===== src/rtl/multicycle_datapath_pkg.sv =====
// Shared types for the multi-cycle 16-bit MIPS-style datapath: instruction
// fields, opcodes, FSM states and ALU operation selection.
package multicycle_datapath_pkg;

    typedef enum logic [3:0] {
        OP_ADD  = 4'h0,
        OP_SUB  = 4'h1,
        OP_AND  = 4'h2,
        OP_OR   = 4'h3,
        OP_SLT  = 4'h4,
        OP_ADDI = 4'h5,
        OP_LW   = 4'h6,
        OP_SW   = 4'h7,
        OP_BNE  = 4'h8,
        OP_BEQ  = 4'h9,
        OP_HALT = 4'hF
    } opcode_t;

    // rd doubles as the 4-bit immediate for ADDI/LW/SW/branches.
    typedef struct packed {
        opcode_t    op;
        logic [3:0] rs;
        logic [3:0] rt;
        logic [3:0] rd;
    } instr_t;

    typedef enum logic [2:0] {
        S_FETCH,
        S_DECODE,
        S_EXEC,
        S_MEM,
        S_WB,
        S_HALT
    } state_t;

    typedef enum logic [2:0] {
        ALU_ADD,
        ALU_SUB,
        ALU_AND,
        ALU_OR,
        ALU_SLT
    } alu_op_t;

    // Address arithmetic for ADDI/LW/SW rides on ADD; codes A..E never use the result.
    function automatic alu_op_t alu_op_for(input opcode_t op);
        case (op)
            OP_SUB:  return ALU_SUB;
            OP_AND:  return ALU_AND;
            OP_OR:   return ALU_OR;
            OP_SLT:  return ALU_SLT;
            default: return ALU_ADD;
        endcase
    endfunction

    function automatic logic is_rtype(input opcode_t op);
        return op inside {OP_ADD, OP_SUB, OP_AND, OP_OR, OP_SLT};
    endfunction

endpackage


===== src/rtl/multicycle_datapath_if.sv =====
// Instruction and data memory req/ack handshake bundle. The datapath is the
// master; memories of any latency sit on the slave side.
interface multicycle_datapath_if #(
    parameter int DATA_W  = 16,
    parameter int PC_W    = 6,
    parameter int DADDR_W = 4
);
    logic               imem_req;
    logic [PC_W-1:0]    imem_addr;
    logic               imem_ack;
    logic [15:0]        imem_rdata;

    logic               dmem_req;
    logic               dmem_we;
    logic [DADDR_W-1:0] dmem_addr;
    logic [DATA_W-1:0]  dmem_wdata;
    logic               dmem_ack;
    logic [DATA_W-1:0]  dmem_rdata;

    modport master (
        output imem_req, imem_addr,
        input  imem_ack, imem_rdata,
        output dmem_req, dmem_we, dmem_addr, dmem_wdata,
        input  dmem_ack, dmem_rdata
    );

    modport slave (
        input  imem_req, imem_addr,
        output imem_ack, imem_rdata,
        input  dmem_req, dmem_we, dmem_addr, dmem_wdata,
        output dmem_ack, dmem_rdata
    );
endinterface


===== src/rtl/multicycle_datapath_alu.sv =====
// Combinational ALU: wrap-around ADD/SUB, bitwise AND/OR and signed SLT.
module multicycle_datapath_alu
    import multicycle_datapath_pkg::*;
#(
    parameter int DATA_W = 16
) (
    input  alu_op_t           op,
    input  logic [DATA_W-1:0] a,
    input  logic [DATA_W-1:0] b,
    output logic [DATA_W-1:0] y
);

    always_comb begin
        // NOTE: defaulting y before the case keeps every path assigned, so no latch is inferred.
        y = '0;
        case (op)
            ALU_ADD: y = a + b;
            ALU_SUB: y = a - b;
            ALU_AND: y = a & b;
            ALU_OR:  y = a | b;
            ALU_SLT: y = {{(DATA_W-1){1'b0}}, $signed(a) < $signed(b)};
            default: y = '0;
        endcase
    end

endmodule


===== src/rtl/multicycle_datapath.sv =====
// Multi-cycle 16-bit MIPS-style datapath: FETCH/DECODE/EXEC/MEM/WB FSM with
// req/ack memory handshakes, hardwired R0 and a DATA_W-wide register file.
module multicycle_datapath
    import multicycle_datapath_pkg::*;
#(
    parameter int DATA_W  = 16,
    parameter int PC_W    = 6,
    parameter int DADDR_W = 4
) (
    input  logic                  clk,
    input  logic                  rst_n,
    multicycle_datapath_if.master bus,
    output logic [PC_W-1:0]       pc,
    output logic                  halted
);

    state_t             state;
    instr_t             ir;
    logic [DATA_W-1:0]  regs [1:15];
    logic [DATA_W-1:0]  a_q, b_q, alu_out, mdr;

    logic               imem_req_q;
    logic               dmem_req_q;
    logic               dmem_we_q;
    logic [DADDR_W-1:0] dmem_addr_q;
    logic [DATA_W-1:0]  dmem_wdata_q;

    logic [DATA_W-1:0]  rs_val, rt_val;
    logic [DATA_W-1:0]  imm_ext, alu_b, alu_y, wb_data;
    logic [PC_W-1:0]    imm_pc;
    logic [3:0]         wb_dest;
    logic               is_imm, branch_taken;
    alu_op_t            alu_op;

    assign bus.imem_req   = imem_req_q;
    assign bus.imem_addr  = pc;
    assign bus.dmem_req   = dmem_req_q;
    assign bus.dmem_we    = dmem_we_q;
    assign bus.dmem_addr  = dmem_addr_q;
    assign bus.dmem_wdata = dmem_wdata_q;

    // R0 has no storage: it reads as zero and writes to it are dropped in WB.
    always_comb begin
        rs_val = '0;
        rt_val = '0;
        if (ir.rs != 4'd0) rs_val = regs[ir.rs];
        if (ir.rt != 4'd0) rt_val = regs[ir.rt];
    end

    assign imm_ext      = {{(DATA_W-4){ir.rd[3]}}, ir.rd};
    assign imm_pc       = {{(PC_W-4){ir.rd[3]}}, ir.rd};
    assign is_imm       = ir.op inside {OP_ADDI, OP_LW, OP_SW};
    assign alu_b        = is_imm ? imm_ext : b_q;
    assign alu_op       = alu_op_for(ir.op);
    assign branch_taken = (ir.op == OP_BEQ) == (a_q == b_q);
    assign wb_dest      = is_rtype(ir.op) ? ir.rd : ir.rt;
    assign wb_data      = (ir.op == OP_LW) ? mdr : alu_out;

    multicycle_datapath_alu #(.DATA_W(DATA_W)) u_alu (
        .op (alu_op),
        .a  (a_q),
        .b  (alu_b),
        .y  (alu_y)
    );

    always_ff @(posedge clk or negedge rst_n) begin
        if (!rst_n) begin
            state        <= S_FETCH;
            pc           <= '0;
            ir           <= '0;
            a_q          <= '0;
            b_q          <= '0;
            alu_out      <= '0;
            mdr          <= '0;
            imem_req_q   <= 1'b0;
            dmem_req_q   <= 1'b0;
            dmem_we_q    <= 1'b0;
            dmem_addr_q  <= '0;
            dmem_wdata_q <= '0;
            halted       <= 1'b0;
            // NOTE: the register file is architecturally cleared on reset, so it is a flop array, not a RAM.
            for (int i = 1; i < 16; i++) regs[i] <= '0;
        end else begin
            case (state)
                S_FETCH: begin
                    // Request is raised on entry to FETCH; only the first cycle after reset raises it here.
                    if (!imem_req_q) begin
                        imem_req_q <= 1'b1;
                    end else if (bus.imem_ack) begin
                        ir         <= instr_t'(bus.imem_rdata);
                        pc         <= pc + PC_W'(1);
                        imem_req_q <= 1'b0;
                        state      <= S_DECODE;
                    end
                end
                S_DECODE: begin
                    a_q <= rs_val;
                    b_q <= rt_val;
                    if (ir.op == OP_HALT) begin
                        halted <= 1'b1;
                        state  <= S_HALT;
                    end else begin
                        state <= S_EXEC;
                    end
                end
                S_EXEC: begin
                    alu_out <= alu_y;
                    case (ir.op)
                        OP_ADD, OP_SUB, OP_AND, OP_OR, OP_SLT, OP_ADDI: begin
                            state <= S_WB;
                        end
                        OP_LW, OP_SW: begin
                            dmem_req_q   <= 1'b1;
                            dmem_we_q    <= (ir.op == OP_SW);
                            dmem_addr_q  <= alu_y[DADDR_W-1:0];
                            dmem_wdata_q <= b_q;
                            state        <= S_MEM;
                        end
                        OP_BNE, OP_BEQ: begin
                            // pc already holds the fall-through address.
                            if (branch_taken) pc <= pc + imm_pc;
                            imem_req_q <= 1'b1;
                            state      <= S_FETCH;
                        end
                        default: begin
                            imem_req_q <= 1'b1;
                            state      <= S_FETCH;
                        end
                    endcase
                end
                S_MEM: begin
                    if (bus.dmem_ack) begin
                        dmem_req_q <= 1'b0;
                        dmem_we_q  <= 1'b0;
                        if (ir.op == OP_LW) begin
                            mdr   <= bus.dmem_rdata;
                            state <= S_WB;
                        end else begin
                            imem_req_q <= 1'b1;
                            state      <= S_FETCH;
                        end
                    end
                end
                S_WB: begin
                    if (wb_dest != 4'd0) regs[wb_dest] <= wb_data;
                    imem_req_q <= 1'b1;
                    state      <= S_FETCH;
                end
                S_HALT: begin
                    state <= S_HALT;
                end
                default: begin
                    state <= S_FETCH;
                end
            endcase
        end
    end

endmodule


===== src/flat_wrapper.sv =====
// flat-port wrapper written by rule: the top's interface ports become plain ports
module multicycle_datapath_flat import multicycle_datapath_pkg::*;
#(
    parameter int DATA_W  = 16,
    parameter int PC_W    = 6,
    parameter int DADDR_W = 4
)
  (clk, rst_n, pc, halted, bus_imem_req, bus_imem_addr, bus_imem_ack, bus_imem_rdata, bus_dmem_req, bus_dmem_we, bus_dmem_addr, bus_dmem_wdata, bus_dmem_ack, bus_dmem_rdata);
  multicycle_datapath_if #(.DATA_W(DATA_W), .PC_W(PC_W), .DADDR_W(DADDR_W)) bus_i ();
  input  logic clk;
  input  logic rst_n;
  output logic [PC_W-1:0] pc;
  output logic halted;
  output wire logic [$bits(bus_i.imem_req)-1:0] bus_imem_req;
  output wire logic [$bits(bus_i.imem_addr)-1:0] bus_imem_addr;
  input wire logic [$bits(bus_i.imem_ack)-1:0] bus_imem_ack;
  input wire logic [$bits(bus_i.imem_rdata)-1:0] bus_imem_rdata;
  output wire logic [$bits(bus_i.dmem_req)-1:0] bus_dmem_req;
  output wire logic [$bits(bus_i.dmem_we)-1:0] bus_dmem_we;
  output wire logic [$bits(bus_i.dmem_addr)-1:0] bus_dmem_addr;
  output wire logic [$bits(bus_i.dmem_wdata)-1:0] bus_dmem_wdata;
  input wire logic [$bits(bus_i.dmem_ack)-1:0] bus_dmem_ack;
  input wire logic [$bits(bus_i.dmem_rdata)-1:0] bus_dmem_rdata;
  assign bus_imem_req = bus_i.imem_req;
  assign bus_imem_addr = bus_i.imem_addr;
  assign bus_i.imem_ack = bus_imem_ack;
  assign bus_i.imem_rdata = bus_imem_rdata;
  assign bus_dmem_req = bus_i.dmem_req;
  assign bus_dmem_we = bus_i.dmem_we;
  assign bus_dmem_addr = bus_i.dmem_addr;
  assign bus_dmem_wdata = bus_i.dmem_wdata;
  assign bus_i.dmem_ack = bus_dmem_ack;
  assign bus_i.dmem_rdata = bus_dmem_rdata;
  multicycle_datapath #(.DATA_W(DATA_W), .PC_W(PC_W), .DADDR_W(DADDR_W)) u_core (.clk(clk), .rst_n(rst_n), .bus(bus_i), .pc(pc), .halted(halted));
endmodule

===== config.mk =====
export PLATFORM = sky130hd
export DESIGN_NAME = multicycle_datapath_flat
export DESIGN_NICKNAME = d
export VERILOG_FILES = /design/src/rtl/multicycle_datapath_pkg.sv /design/src/rtl/multicycle_datapath_if.sv /design/src/rtl/multicycle_datapath_alu.sv /design/src/rtl/multicycle_datapath.sv /design/src/flat_wrapper.sv
export SDC_FILE = /design/constraint.sdc
export NUM_CORES = 1
export LEC_CHECK = 0
export CAP_MARGIN = 25
export CORE_AREA = 2 2 202 204
export DETAILED_ROUTE_END_ITERATION = 10
export DIE_AREA = 0 0 204 206
export PLACE_DENSITY = 0.67
export SYNTH_ARGS = -nofsm -noshare
export SYNTH_HDL_FRONTEND = slang
export SYNTH_SLANG_ARGS = --single-unit

===== constraint.sdc =====
create_clock -name clk -period 4.7 [get_ports clk]
set_clock_uncertainty 0.1 [all_clocks]
set_input_delay 0.705 -clock clk [delete_from_list [all_inputs] [get_ports clk]]
set_output_delay 0.705 -clock clk [all_outputs]
set_load 0.05 [all_outputs]

==> summary.txt <==
Place
  – HPWL after DPL: ~37000 µm
  – Setup slack after placement: a little over 0.9 ns
  – PortBufs: 71
  – Placer Congestion: around 0.91
  – Placed insts: 2336

Floorplanning
  – Chip Width: about 200 µm
  – Io pins: 72
  – Initial Utilization: between 40% and 50%
  – Die area: approximately 0.042 mm²
  – Row cnt: 74
  – Core Box Area: around 0.04 mm²
  – DIE HEIGHT: 206 µm

Clocking
  – CTS resizes: 0
  – Hold-fix buffer count after cts: 0
  – Clk sink count: roughly 350
  – Total CTS buffers: 40
  – Clock Latency Late Sink: roughly 0.57 ns
  – CTS tree: yes
  – Clock transition at path regs: 0.06 ns
  – Htree depth: 2
  – Root Buffer: clkbuf_16
  – Max Root-Sink Buffers: 3
  – Postcts setup bufs: 0

Finish
  – ANT cells: 0
  – Share of layout cells above drive strength 1: between 10% and 20%
  – Synthesis-to-finish area growth: 12.8%
  – # nets final: between 1500 and 2000
  – Reg area: around 0.0088 mm²
  – Filler cell count: roughly 3400
  – Finished Layout Cells: between 2000 and 2500
  – Multi-input gate area: 0.00993 mm²

Timing
  – Max-slew violations: 0
  – Final Hold Slack: between 0.09 and 0.1 ns
  – Final setup viols: 0
  – Unrepaired setup endpoints after global routing: false
  – Period utilization: between 80% and 90%
  – Slew at the pin closest to its max-slew limit: about 1 ns
  – Setup TNS: 0 ns
  – Max Clk Rate: between 200 and 300 MHz
  – Worst setup margin: ~0.91 ns
  – Final Hold Viols: 0
  – Crit path time final: ~3.8 ns
  – Slew HR: 31.8%

Synthesis
  – Simple-gate share of the synthesized area: 9.68%
  – Synth Area in XOR/XNOR: around 1.6%
  – Post-synthesis register bit count: between 300 and 400
  – Syn avg cell area: 10.8 µm²
  – Top FF cell, synth: dfrtp_1
  – Post-Synth Adder-Cell Area: ~4.1%
  – Mux share of post-synthesis cell area: ~20%
  – Mapped cell area: 0.0197 mm²
  – Post-Syn Nets: ~1900
  – Synth Instances: between 1500 and 2000
  – Synth async-reset ratio: 100%
  – Post-synth EDFFs: 0
  – Synth cell types: 63
  – Compound-Gate Fraction of Synth Area: around 15%
  – Synthesis warning total: 0
  – Register area share after synthesis: approximately 45%
  – Main combinational cell family by area after synthesis: multiplexers

GRT
  – Largest net degree at the start of global routing: roughly 120
  – GRT Resource Usage Total: 27.1%
  – First-pass GRT wire length: 86200 µm
  – Initial antenna violation count: 0
  – Gr ovfl total: 0
  – Number of global-route vias before repair: 14700

Power
  – Peak VDD IR: 0.275 mV
  – Leakage Power: approximately 9.7 nW
  – Pint: ~9.4 mW
  – Clk pwr share: slightly below 20%
  – Switch share: between 40 and 50%
  – Power, Total: ~16 mW
  – Sequential Power Share: ~33%
  – Cell Pwr Density: roughly 740 mW/mm²
  – Net switching power: 6.99 mW
  – Comb pwr share: between 40% and 50%

Route
  – Initial DRC Count: around 1200
  – Via/cell ratio: slightly above 6
  – Via Count: around 15000
  – TritonRoute pass-1 iters: 5
  – Routed len/inst: ~23 µm
  – WL final: approximately 55000 µm
  – DRC Markers: 0
  – DRT antenna net count: 0

Critical path
  – Critical Path Start Type: register
  – CP endpoint kind: register
  – Arrival time worst endpoint: between 4 and 5 ns
  – Crit Path Category: reg2reg
  – CP Max Fanout: 17
  – WP data required: 5.04 ns

Min path
  – HP Class: in2async

Outcome
  – Status: finished clean

Job
  – Max-cap viol count: 0
[Yosys cell counts (4+ instances only)]
| cell type | n | area (µm²) |
|---|---|---|
| a211oi_1 | 9 | 67.6 |
| a21o_1 | 25 | 188 |
| buf_6 | 7 | 78.8 |
| nor4_1 | 7 | 43.8 |
| nand3_1 | 15 | 75.1 |
| a2111oi_0 | 7 | 61.3 |
| o22a_1 | 4 | 35.0 |
| mux4_2 | 121 | 2730 |
| o31ai_1 | 4 | 30.0 |
| o211ai_1 | 10 | 75.1 |
| nand2_1 | 231 | 867 |
| clkbuf_1 | 87 | 327 |
| buf_4 | 16 | 120 |
| a21oi_1 | 132 | 661 |
| o221ai_1 | 5 | 43.8 |
| ha_1 | 59 | 738 |
| o21ai_0 | 213 | 1070 |
| nor2b_1 | 14 | 87.6 |
| a221oi_1 | 16 | 140 |
| xor2_1 | 9 | 78.8 |
| xnor2_1 | 26 | 228 |
| buf_2 | 35 | 175 |
| inv_1 | 51 | 191 |
| o21ai_1 | 5 | 25.0 |
| mux2i_1 | 39 | 390 |
| a21oi_2 | 7 | 61.3 |
| buf_1 | 6 | 22.5 |
| nand3b_1 | 5 | 37.5 |
| nand4_1 | 5 | 31.3 |
| a22o_1 | 30 | 263 |
| or3_1 | 7 | 43.8 |
| nor2_1 | 120 | 450 |
| o21bai_1 | 5 | 37.5 |
| mux2_2 | 72 | 811 |
| a31oi_1 | 4 | 25.0 |
| o22ai_1 | 7 | 43.8 |
| dfrtp_1 | 353 | 8830 |
| nand2b_1 | 11 | 68.8 |
| nor3_1 | 12 | 60.1 |
[stage by stage]
stage / utilization (%) / area [µm²]
6_report: 55.2 / 22200
5_1_grt: 55.2 / 22200
4_1_cts: 55.2 / 22200
3_5_place_dp: 51.8 / 20800
3_3_place_gp: 51.7 / 20800
2_1_floorplan: - / 19700
[cells in the final DEF, fill, tap and decap left out, types with 8 or more instances in the layout]
cell type        synthesis  final
mux4_2                 121    121
clkdlybuf4s50_1          0     70
a21oi_1                132    132
xor2_1                   9      9
a211oi_1                 9      9
nor2b_1                 14     10
mux2i_1                 39     38
inv_1                   51     51
ha_1                    59     59
mux2_2                  72     72
o21ai_0                213    213
a21o_1                  25     25
xnor2_1                 26     26
a22o_1                  30     30
nand2_1                231    231
nand3_1                 15     15
nand2b_1                11     10
nor2_1                 120    120
nor3_1                  12     12
a221oi_1                16     16
clkbuf_8                 0      8
buf_4                   16     55
clkbuf_16                0     40
o211ai_1                10     10
dfrtp_1                353    349
[final timing paths]
kind	from	end	slack (ns)	depth (start not counted)
setup / recovery	u_core.ir[13]$_DFFE_PN0P_	u_core.alu_out[12]$_DFFE_PN0P_	0.91	13
hold / removal	rst_n	u_core.bus.imem_addr[5]$_DFFE_PN0P_	0.09	1
setup reg to reg	u_core.ir[13]$_DFFE_PN0P_	u_core.alu_out[12]$_DFFE_PN0P_	0.91	13
hold reg to reg	u_core.bus.dmem_addr[1]$_DFFE_PN0P_	u_core.bus.dmem_addr[1]$_DFFE_PN0P_	0.38	2
max in group asynchronous	rst_n	u_core.regs[25]$_DFFE_PN0P_	3.36	2
min in group clk	u_core.bus.dmem_addr[1]$_DFFE_PN0P_	u_core.bus.dmem_addr[1]$_DFFE_PN0P_	0.38	2
[cell families (layout without fill, tap and decap cells)]
family | after synthesis | count (layout)
compound gates | 495 | 495
mux | 233 | 233
fa+ha+maj | 62 | 62
flops | 353 | 353
simple gates | 445 | 445
buf+inv | 203 | 255
xor+xnor | 35 | 35
[routing by layer]
metal	wire length [µm]	vias to the layer above	track usage [%]
li1	-	6617	-
met1	23200	7337	36.6
met2	26500	554	44.5
met3	4000	100	4.79
met4	1800	0	9.73
met5	0	-	0
[worst max-delay path, cell delays in order, from the launching register on]
cell and delay, ns:
dfrtp_1 0.62, o21ai_1 0.10, buf_4 0.22, mux2_2 0.27
ha_1 0.18, inv_1 0.06, fa_1 0.44, nor3b_1 0.18
o31ai_1 0.38, o211ai_1 0.30, a311oi_1 0.34, xor2_1 0.11
a221oi_1 0.30, nor2_1 0.08
[sequential cells by signal (all words and copies together) (netlist names), 6 cells and up]
register               cells
u_core.b_q                16
u_core.bus.imem_addr       6
u_core.a_q                16
u_core.bus.dmem_wdata     16
u_core.ir                 12
u_core.mdr                16
u_core.alu_out            16
u_core.regs              240
[final cells by class]
type	count	area share (%)
clock buffer	55	5.13
clock inverter	18	0.987
inverter	51	0.863
multi-input combinational	1270	44.7
sequential	353	39.9
tap	532	3.00
timing repair buffer	131	5.42
[power by group through the flow]
stage               combinational, mW  sequential, mW  clock, mW
finish                           7.76            5.42       3.23
global route                     8.43            5.57       3.40
CTS                              7.72            5.40       3.28
detailed placement               7.69            5.45          0
global placement                 7.52            5.37          0
floorplan                        5.68            5.11          0
No activity file was read; power rests on OpenSTA's default activity.
